<file path="config.mk">
export PLATFORM = sky130hd
export DESIGN_NAME = nes_pad_reader_flat
export DESIGN_NICKNAME = d
export VERILOG_FILES = /design/src/rtl/nes_pad_reader_pkg.sv /design/src/rtl/nes_pad_reader_if.sv /design/src/rtl/nes_pad_reader_chan.sv /design/src/rtl/nes_pad_reader.sv /design/src/flat_wrapper.sv
export SDC_FILE = /design/constraint.sdc
export NUM_CORES = 1
export LEC_CHECK = 0
export CAP_MARGIN = 30
export CORE_MARGIN = 2
export CORE_UTILIZATION = 50
export DETAILED_ROUTE_END_ITERATION = 8
export GPL_TIMING_DRIVEN = 0
export PLACE_DENSITY = 0.75
export SLEW_MARGIN = 20
export SYNTH_ARGS = -nofsm -noshare
export SYNTH_HDL_FRONTEND = slang
export SYNTH_HIERARCHICAL = 1
export SYNTH_SLANG_ARGS = --single-unit
</file>
<file path="constraint.sdc">
create_clock -name clk -period 4.2 [get_ports clk]
set_clock_uncertainty 0.2 [all_clocks]
set_input_delay 0.84 -clock clk [delete_from_list [all_inputs] [get_ports clk]]
set_output_delay 0.84 -clock clk [all_outputs]
set_load 0.05 [all_outputs]
</file>
<file path="src/rtl/nes_pad_reader_pkg.sv">
// ============================================================================
// nes_pad_pkg : shared state encoding and button map for the NES pad reader.
// Rev 1.0
// ============================================================================
`default_nettype none

package nes_pad_pkg;

  localparam int PAD_BITS = 8;

  typedef enum logic [2:0] {
    IDLE     = 3'd0,
    LATCH    = 3'd1,
    BIT_LOW  = 3'd2,
    BIT_HIGH = 3'd3,
    DONE     = 3'd4
  } state_e;

  localparam int BTN_A      = 0;
  localparam int BTN_B      = 1;
  localparam int BTN_SELECT = 2;
  localparam int BTN_START  = 3;
  localparam int BTN_UP     = 4;
  localparam int BTN_DOWN   = 5;
  localparam int BTN_LEFT   = 6;
  localparam int BTN_RIGHT  = 7;

endpackage

`default_nettype wire

</file>
<file path="src/rtl/nes_pad_reader_if.sv">
// ============================================================================
// nes_pad_reader_if : pad wires plus the parallel button bus toward the core.
// Rev 1.0
// ============================================================================
`default_nettype none

interface nes_pad_reader_if;
  import nes_pad_pkg::*;

  logic                pad_data_1;
  logic                pad_data_2;
  logic                pad_latch;
  logic                pad_clk;
  logic [PAD_BITS-1:0] joycon_1;
  logic [PAD_BITS-1:0] joycon_2;
  logic                joy_valid;
  logic                busy;

  modport master (
    input  pad_data_1, pad_data_2,
    output pad_latch, pad_clk, joycon_1, joycon_2, joy_valid, busy
  );

  modport slave (
    output pad_data_1, pad_data_2,
    input  pad_latch, pad_clk, joycon_1, joycon_2, joy_valid, busy
  );
endinterface

`default_nettype wire

</file>
<file path="src/rtl/nes_pad_reader_chan.sv">
// ============================================================================
// nes_pad_chan : per-pad synchronizer, bit capture and published button byte.
// Optional macro PAD_DEBOUNCE_EN: publish only on two matching frames.
// Rev 1.0
// ============================================================================
`default_nettype none

module nes_pad_chan
  import nes_pad_pkg::*;
(
  input  logic                clk,
  input  logic                rst_n,
  input  logic                pad_data_n_i,
  input  logic                cap_en_i,
  input  logic                pub_en_i,
  input  logic [2:0]          bit_idx_i,
  output logic [PAD_BITS-1:0] joy_o
);

  logic [1:0]          sync_q;
  logic [PAD_BITS-1:0] shift_q;
  logic [PAD_BITS-1:0] shift_d;
  logic [PAD_BITS-1:0] joy_q;

  always_ff @(posedge clk or negedge rst_n) begin
    if (!rst_n) sync_q <= 2'b11;
    else        sync_q <= {sync_q[0], pad_data_n_i};
  end

  // The publish strobe coincides with the last capture, so use the next value.
  always_comb begin
    shift_d = shift_q;
    if (cap_en_i) shift_d[bit_idx_i] = ~sync_q[1];
  end

  always_ff @(posedge clk or negedge rst_n) begin
    if (!rst_n) shift_q <= '0;
    else        shift_q <= shift_d;
  end

`ifdef PAD_DEBOUNCE_EN
  logic [PAD_BITS-1:0] prev_q;

  always_ff @(posedge clk or negedge rst_n) begin
    if (!rst_n) begin
      prev_q <= '0;
      joy_q  <= '0;
    end else if (pub_en_i) begin
      prev_q <= shift_d;
      if (shift_d == prev_q) joy_q <= shift_d;
    end
  end
`else
  always_ff @(posedge clk or negedge rst_n) begin
    if (!rst_n)        joy_q <= '0;
    else if (pub_en_i) joy_q <= shift_d;
  end
`endif

  assign joy_o = joy_q;

endmodule

`default_nettype wire

</file>
<file path="src/rtl/nes_pad_reader.sv">
// ============================================================================
// nes_pad_reader : polls two NES pads on a shared latch/clock every poll period.
// Optional macro PAD_DEBOUNCE_EN (see nes_pad_chan).
// Rev 1.0
// ============================================================================
`default_nettype none

module nes_pad_reader
  import nes_pad_pkg::*;
#(
  parameter int POLL_CYCLES  = 416667,
  parameter int LATCH_CYCLES = 300,
  parameter int HALF_CYCLES  = 150
) (
  input  logic            clk,
  input  logic            rst_n,
  nes_pad_reader_if.master pad_if
);

  localparam int PW   = $clog2(POLL_CYCLES + 1);
  localparam int TMAX = (LATCH_CYCLES > HALF_CYCLES) ? LATCH_CYCLES : HALF_CYCLES;
  localparam int TW   = $clog2(TMAX + 1);

  state_e        state_q, state_d;
  logic [PW-1:0] poll_cnt_q;
  logic [TW-1:0] timer_q, timer_d;
  logic [2:0]    bit_idx_q, bit_idx_d;
  logic          poll_tick;
  logic          cap_en;
  logic          pub_en;

  assign poll_tick = (poll_cnt_q == PW'(POLL_CYCLES - 1));

  always_ff @(posedge clk or negedge rst_n) begin
    if (!rst_n)         poll_cnt_q <= '0;
    else if (poll_tick) poll_cnt_q <= '0;
    else                poll_cnt_q <= poll_cnt_q + PW'(1);
  end

  always_ff @(posedge clk or negedge rst_n) begin
    if (!rst_n) begin
      state_q   <= IDLE;
      timer_q   <= '0;
      bit_idx_q <= '0;
    end else begin
      state_q   <= state_d;
      timer_q   <= timer_d;
      bit_idx_q <= bit_idx_d;
    end
  end

  // Ticks arriving outside IDLE are ignored, never queued.
  always_comb begin
    state_d   = state_q;
    timer_d   = timer_q + TW'(1);
    bit_idx_d = bit_idx_q;
    cap_en    = 1'b0;
    pub_en    = 1'b0;
    case (state_q)
      IDLE: begin
        timer_d = '0;
        if (poll_tick) state_d = LATCH;
      end
      LATCH: begin
        if (timer_q == TW'(LATCH_CYCLES - 1)) begin
          state_d   = BIT_LOW;
          timer_d   = '0;
          bit_idx_d = '0;
        end
      end
      BIT_LOW: begin
        if (timer_q == TW'(HALF_CYCLES - 1)) begin
          cap_en  = 1'b1;
          timer_d = '0;
          if (bit_idx_q == 3'd7) begin
            pub_en  = 1'b1;
            state_d = DONE;
          end else begin
            state_d = BIT_HIGH;
          end
        end
      end
      BIT_HIGH: begin
        if (timer_q == TW'(HALF_CYCLES - 1)) begin
          timer_d   = '0;
          bit_idx_d = bit_idx_q + 3'd1;
          state_d   = BIT_LOW;
        end
      end
      DONE: begin
        timer_d = '0;
        state_d = IDLE;
      end
      default: begin
        timer_d = '0;
        state_d = IDLE;
      end
    endcase
  end

  assign pad_if.pad_latch = (state_q == LATCH);
  assign pad_if.pad_clk   = (state_q == BIT_HIGH);
  assign pad_if.joy_valid = (state_q == DONE);
  assign pad_if.busy      = (state_q != IDLE);

  nes_pad_chan u_chan_1 (
    .clk          (clk),
    .rst_n        (rst_n),
    .pad_data_n_i (pad_if.pad_data_1),
    .cap_en_i     (cap_en),
    .pub_en_i     (pub_en),
    .bit_idx_i    (bit_idx_q),
    .joy_o        (pad_if.joycon_1)
  );

  nes_pad_chan u_chan_2 (
    .clk          (clk),
    .rst_n        (rst_n),
    .pad_data_n_i (pad_if.pad_data_2),
    .cap_en_i     (cap_en),
    .pub_en_i     (pub_en),
    .bit_idx_i    (bit_idx_q),
    .joy_o        (pad_if.joycon_2)
  );

endmodule

`default_nettype wire
</file>
<file path="src/flat_wrapper.sv">
// flat-port wrapper written by rule: the top's interface ports become plain ports
module nes_pad_reader_flat import nes_pad_pkg::*;
#(
  parameter int POLL_CYCLES  = 416667,
  parameter int LATCH_CYCLES = 300,
  parameter int HALF_CYCLES  = 150
)
  (clk, rst_n, pad_if_pad_data_1, pad_if_pad_data_2, pad_if_pad_latch, pad_if_pad_clk, pad_if_joycon_1, pad_if_joycon_2, pad_if_joy_valid, pad_if_busy);
  nes_pad_reader_if pad_if_i ();
  input  logic clk;
  input  logic rst_n;
  input wire logic [$bits(pad_if_i.pad_data_1)-1:0] pad_if_pad_data_1;
  input wire logic [$bits(pad_if_i.pad_data_2)-1:0] pad_if_pad_data_2;
  output wire logic [$bits(pad_if_i.pad_latch)-1:0] pad_if_pad_latch;
  output wire logic [$bits(pad_if_i.pad_clk)-1:0] pad_if_pad_clk;
  output wire logic [$bits(pad_if_i.joycon_1)-1:0] pad_if_joycon_1;
  output wire logic [$bits(pad_if_i.joycon_2)-1:0] pad_if_joycon_2;
  output wire logic [$bits(pad_if_i.joy_valid)-1:0] pad_if_joy_valid;
  output wire logic [$bits(pad_if_i.busy)-1:0] pad_if_busy;
  assign pad_if_i.pad_data_1 = pad_if_pad_data_1;
  assign pad_if_i.pad_data_2 = pad_if_pad_data_2;
  assign pad_if_pad_latch = pad_if_i.pad_latch;
  assign pad_if_pad_clk = pad_if_i.pad_clk;
  assign pad_if_joycon_1 = pad_if_i.joycon_1;
  assign pad_if_joycon_2 = pad_if_i.joycon_2;
  assign pad_if_joy_valid = pad_if_i.joy_valid;
  assign pad_if_busy = pad_if_i.busy;
  nes_pad_reader #(.POLL_CYCLES(POLL_CYCLES), .LATCH_CYCLES(LATCH_CYCLES), .HALF_CYCLES(HALF_CYCLES)) u_core (.clk(clk), .rst_n(rst_n), .pad_if(pad_if_i));
endmodule
</file>
# Word-level counts from Yosys, hierarchy flattened
# Cells that the tools add are included.
dict set report word_totals {
  regBits 70
  in_bits 4
  word_cells 60
}
dict set report classes {
  n_addsub 3
  order_cmp 2
  n_eq_ne 12
  mux 24
  n_bitwise 2
  n_reduce_logical 7
}
# op count
set ops {}
lappend ops {{2-to-1 mux 3 bit} 7}
lappend ops {{adder 19 x 1 -> 19 bit, second input constant} 1}
lappend ops {{equality test 19 bit, second input constant} 1}
lappend ops {{2-to-1 mux 19 bit} 1}
lappend ops {{2-to-1 mux 9 bit} 2}
lappend ops {{case mux 9 bit (2 select lines)} 1}
lappend ops {{bitwise mux 8 bit} 2}
lappend ops {{2-to-1 mux 8 bit} 2}
lappend ops {{case mux 3 bit (4 select lines)} 1}
lappend ops {{adder 9 x 1 -> 9 bit, second input constant} 1}
lappend ops {{equality test 9 x 8 -> 1 bit, second input constant} 1}
lappend ops {{equality test 9 bit, second input constant} 1}
lappend ops {{!= test 2 x 1 -> 1 bit, second input constant} 4}
lappend ops {{equality test 3 x 2 -> 1 bit, second input constant} 2}
lappend ops {{equality test 3 bit, second input constant} 2}
lappend ops {{2-to-1 mux 1 bit} 6}
lappend ops {{case mux 3 bit (2 select lines)} 1}
lappend ops {{< comparator 3 x 4 -> 1 bit, second input constant} 1}
lappend ops {{AND reduction 4 bit} 1}
lappend ops {{adder 3 x 1 -> 3 bit, second input constant} 1}
lappend ops {{demux 1 bit (select 3 bit)} 1}
lappend ops {{equality test 3 x 1 -> 1 bit, second input constant} 1}
lappend ops {{greater-or-equal comparator 3 x 1 -> 1 bit, second input constant} 1}
lappend ops {{zero test 3 bit} 1}
lappend ops {{other kinds (6)} 7}

# Logic depth before layout (Yosys ltp)
dict set report logic_depth {
  ltp_word 6
  ltp_mapped 8
}

# Hierarchy
# Netlist, hierarchy kept.
# module instances cells_each area_per_inst_um2
set modules_own_cells {}
lappend modules_own_cells {nes_pad_reader 1 173 1754.2}
lappend modules_own_cells {nes_pad_chan 2 56 747.0}

# Worst setup path after synthesis
# Ideal clock, no wire load.
dict set report synth_timing {
  path_kind {register -> register}
  startpoint {register u_core.timer_q[1]}
  endpoint {register u_core.u_chan_1.joy_q[0], in the netlist u_core/u_chan_1/joy_o[0]}
  t_arrival_ns 2.726
  t_required_ns 3.875
  setup_slack_ns 1.149
  stages_incl_launch_ff 9
  n_path_buf 0
  cell_sequence {dfrtp_1 > inv_1 > ha_1 > nor4bb_1 > nand2_1 > nor3_1 > nor4b_1 > mux2_2 > mux2_2}
}
dict set report synth_between {
  elab_chain_cells 4
  word_cells_on_any_way 6
  classes_between {1 x eq/ne; 5 x mux}
}
# item line_no
set synth_lines {}
lappend synth_lines {{from (decl)} nes_pad_reader.sv:26} ;# logic [TW-1:0] timer_q, timer_d;
lappend synth_lines {{from (signal assigned)} nes_pad_reader.sv:47} ;# timer_q <= timer_d;
lappend synth_lines {{equality test 9 x 8 -> 1 bit} nes_pad_reader.sv:72} ;# if (timer_q == TW'(HALF_CYCLES - 1)) begin
lappend synth_lines {{2-to-1 mux 1 bit} nes_pad_reader.sv:72}
lappend synth_lines {{2-to-1 mux 1 bit} nes_pad_reader.sv:59} ;# case (state_q)
lappend synth_lines {{via u_core.cap_en} nes_pad_reader.sv:29} ;# logic cap_en;
lappend synth_lines {{2-to-1 mux 8 bit} nes_pad_reader_chan.sv:33} ;# if (cap_en_i) shift_d[bit_idx_i] = ~sync_q[1];
lappend synth_lines {{via u_core.u_chan_1.shift_d[0]} nes_pad_reader_chan.sv:22} ;# logic [PAD_BITS-1:0] shift_d;
lappend synth_lines {{to (signal assigned)} nes_pad_reader_chan.sv:56} ;# else if (pub_en_i) joy_q <= shift_d;
lappend synth_lines {{to (decl)} nes_pad_reader_chan.sv:23} ;# logic [PAD_BITS-1:0] joy_q;
# The timed path passes the listed nets, and every way through them passes these cells.
# A chain may end at the register's enable or synchronous reset.

# Final worst setup path
dict set report layout_timing {
  startpoint {register u_core.state_q[1]}
  endpoint {output port pad_if_pad_latch}
}
dict set report layout_between {
  elab_chain_cells 1
}
# item line_no
set layout_lines {}
lappend layout_lines {{from (decl)} nes_pad_reader.sv:24} ;# state_e state_q, state_d;
lappend layout_lines {{from (signal assigned)} nes_pad_reader.sv:46} ;# state_q <= state_d;
lappend layout_lines {{equality test 3 x 1 -> 1 bit} nes_pad_reader.sv:101} ;# assign pad_if.pad_latch = (state_q == LATCH);
lappend layout_lines {{to (decl)} flat_wrapper.sv:14} ;# output wire logic [$bits(pad_if_i.pad_latch)-1:0] pad_if_pad_latch;
# Every way passes these cells.

==> flow_summary_export.csv <==
group,metric,value,unit
run_status,outcome,"completed",
sta,min_period,3340,ps
floorplanning,die_x,84.6,um
flow_run,drv_cap,0,
place,hpwl,3780,um
layout,utilization,60.4,%
logic_synthesis,synth_edf_count,0,
layout,final_common_cell,"dfrtp_1",
floorplanning,dieHeight,84.6,um
cts,path_clk_slew,70,ps
cts,holdBufCountCts,0,
power_and_ir_drop,p_per_area,335,nW/um^2
cts,clkLatencyLatePin,340,ps
worst_setup_path,worstPathArrival,2300,ps
min_path,hp-class,"primary input to async pin",
floorplanning,std_cell_rows,29,
layout,final-seq-area,1760,sq um
sta,max_freq,299,MHz
sta,setup_violations,0,
logic_synthesis,synth-seq-cells,70,
drt,drt-met1-wl,2750,um
sta,period_share,79.6,%
power_and_ir_drop,ir_worst_vdd,0.232,mV
cts,cts_tree,"yes",
cts,postCtsSetupRepairBufs,0,
power_and_ir_drop,power.switching,0.000261,W
drt,drt_iter0_markers,107,
sta,setup-tns-final,0,ps
cts,htreeDepth,3,
logic_synthesis,synth_area,3250,sq um
cts,cts.sinks,70,
power_and_ir_drop,clkPwrFrac,45.4,%
cts,cts-resized-gates,0,
power_and_ir_drop,comb_power_share,1.6,%
layout,nets,330,
logic_synthesis,synth-seq-area-share,54.1,%
global_route,grt_use_total,17.6,%
drt,wl_per_cell,14.2,um
worst_setup_path,worstPathRequired,3160,ps
power_and_ir_drop,seqPwrFrac,53.1,%
worst_setup_path,start_kind,"flop",
global_route,antenna_found_initial,0,
floorplanning,die_area,7160,sq um
floorplanning,io_pins,24,
place,place_congestion,0.799,
floorplanning,initial_core_util,51.4,%
power_and_ir_drop,intPower,0.00102,W
drt,met2WireLength,2680,um
drt,wirelength,5700,um
drt,antenna_left,0,
power_and_ir_drop,swShare,20.4,%
logic_synthesis,yosys_warnings,6,
layout,syn2layout_area_growth,17.4,%
power_and_ir_drop,p_leak,1.71,nW
logic_synthesis,syn_nets,295,
drt,wl_met3,223,um
global_route,grt_overflow,0,
sta,relSlewSlack,46.1,%
drt,viasPerCell,5.49,
drt,vias,2208,
place,port_buffers,23,
worst_setup_path,path_class,"flop to primary output",
cts,cts_root_buffer,"clkbuf_8",
cts,clockBufferDepth,2,
logic_synthesis,postSynthAreaPerCell,11.4,sq um
logic_synthesis,async_reset_ff_share,100,%
sta,hold_viol,0,
layout,antenna_cells,0,
logic_synthesis,synth_cell_type_count,47,
floorplanning,core-area,6310,sq um
drt,dr.pass1.iters,5,
sta,slew_violations,0,
drt,drc,0,
worst_setup_path,critPathMaxFanout,9,
cts,cts-buffers-inserted,9,
sta,worstMarginPinSlew,804,ps
logic_synthesis,syn_inst,285,
worst_setup_path,endpoint_kind,"primary output",
sta,grt_setup_unrepaired,"no",
global_route,first_global_vias,2082,
layout,layout_common_cells,"66 x dfrtp_1, 37 x nor2_1, 27 x nand2_1",
logic_synthesis,synth_flop_cell,"dfrtp_1",
drt,top_layer,"met4",
layout,layout-drive-gt1-share,14.2,%
layout,nFillCells,536,
layout,multi_input_area,1450,sq um
global_route,grt_pass1_wl,10000,um
global_route,grt_max_degree,57,
-- layer usage --
layer,track usage [%],vias up
li1,-,1084
met1,22.8,1068
met2,28.0,49
met3,5.01,7
met4,6.93,0
met5,0,-
-- cell type report --
class	count	area share (%)
well taps	77	2.53
flip-flops and latches	70	46.1
plain buffers	4	0.558
multi-input cells	203	37.9
clock inverters	4	1.90
repair buffers	24	6.70
clock buffers	12	3.54
inverters	8	0.788
-- critical path, cell delays in order (launching register included) --
cell	delay, ps
dfrtp_1	360
clkdlybuf4s15_1	320
nor3b_2	410
clkdlybuf4s50_1	880
-- metrics by stage --
| step | setup WS (ps) | std cells | area (sq um) | power (W) | hold WS [ps] |
|---|---|---|---|---|---|
| after floorplan | 1150 | 285 | 3250 | 0.000692 | 145 |
| after global placement | -190 | 385 | 3570 | 0.000709 | 146 |
| after detailed placement | 932 | 386 | 3600 | 0.000712 | 148 |
| after CTS | 811 | 402 | 3810 | 0.00130 | 130 |
| after global routing | 760 | 402 | 3810 | 0.00133 | 137 |
| final | 856 | 402 | 3810 | 0.00128 | 139 |
-- cell families after synthesis --
family	synth area share, %
fa+ha+maj	2.31
compound gates	4.93
xor+xnor	5.66
flops	54.1
buf+inv	1.58
mux	7.59
simple gates	23.8
-- synthesized netlist by cell type (7+ instances only) --
library cell,n,area share (%)
a31oi_1,8,1.5
dfrtp_1,66,51
inv_1,8,0.92
mux2_4,12,5.5
nand2_1,27,3.1
nand2b_1,8,1.5
nand3_1,12,1.8
nand4_1,7,1.3
nand4b_1,8,2.2
nor2_1,37,4.3
xnor2_1,12,3.2
xor2_1,9,2.4
-- worst paths after layout --
path | slack, ps | endpoint | depth (start not counted) | from
max | 860 | pad_if_pad_latch | 3 | u_core/state_q[1]
min in group clk | 160 | u_core/u_chan_1/sync_q[1] | 0 | u_core/u_chan_1/sync_q[0]
min | 140 | u_core/u_chan_2/joy_o[7] | 1 | rst_n
max reg2reg | 940 | u_core/u_chan_1/joy_o[0] | 8 | u_core/timer_q[1]
min reg2reg | 160 | u_core/u_chan_1/sync_q[1] | 0 | u_core/u_chan_1/sync_q[0]
max in group asynchronous | 3090 | u_core/u_chan_1/sync_q[1] | 2 | rst_n
-- power by group through the flow --
stage / clock (W) / combinational, W / sequential, W
after global routing: 0.000624 / 0.0000243 / 0.000677
after global placement: 0 / 0.0000185 / 0.000691
after detailed placement: 0 / 0.0000220 / 0.000691
final: 0.000579 / 0.0000203 / 0.000678
after floorplan: 0 / 0.00000177 / 0.000691
after CTS: 0.000599 / 0.0000219 / 0.000677
-- state kept, by name (all words and copies together), names as in the netlist --
signal / flops
u_core/state_q: 3
u_core/u_chan_2/joy_o: 8
u_core/u_chan_1/joy_o: 8
u_core/timer_q: 9
u_core/u_chan_1/shift_q: 8
u_core/bit_idx_q: 3
u_core/poll_cnt_q: 19
u_core/u_chan_1/sync_q: 2
u_core/u_chan_2/sync_q: 2
u_core/u_chan_2/shift_q: 8
No activity file was read; power rests on OpenSTA's default activity.
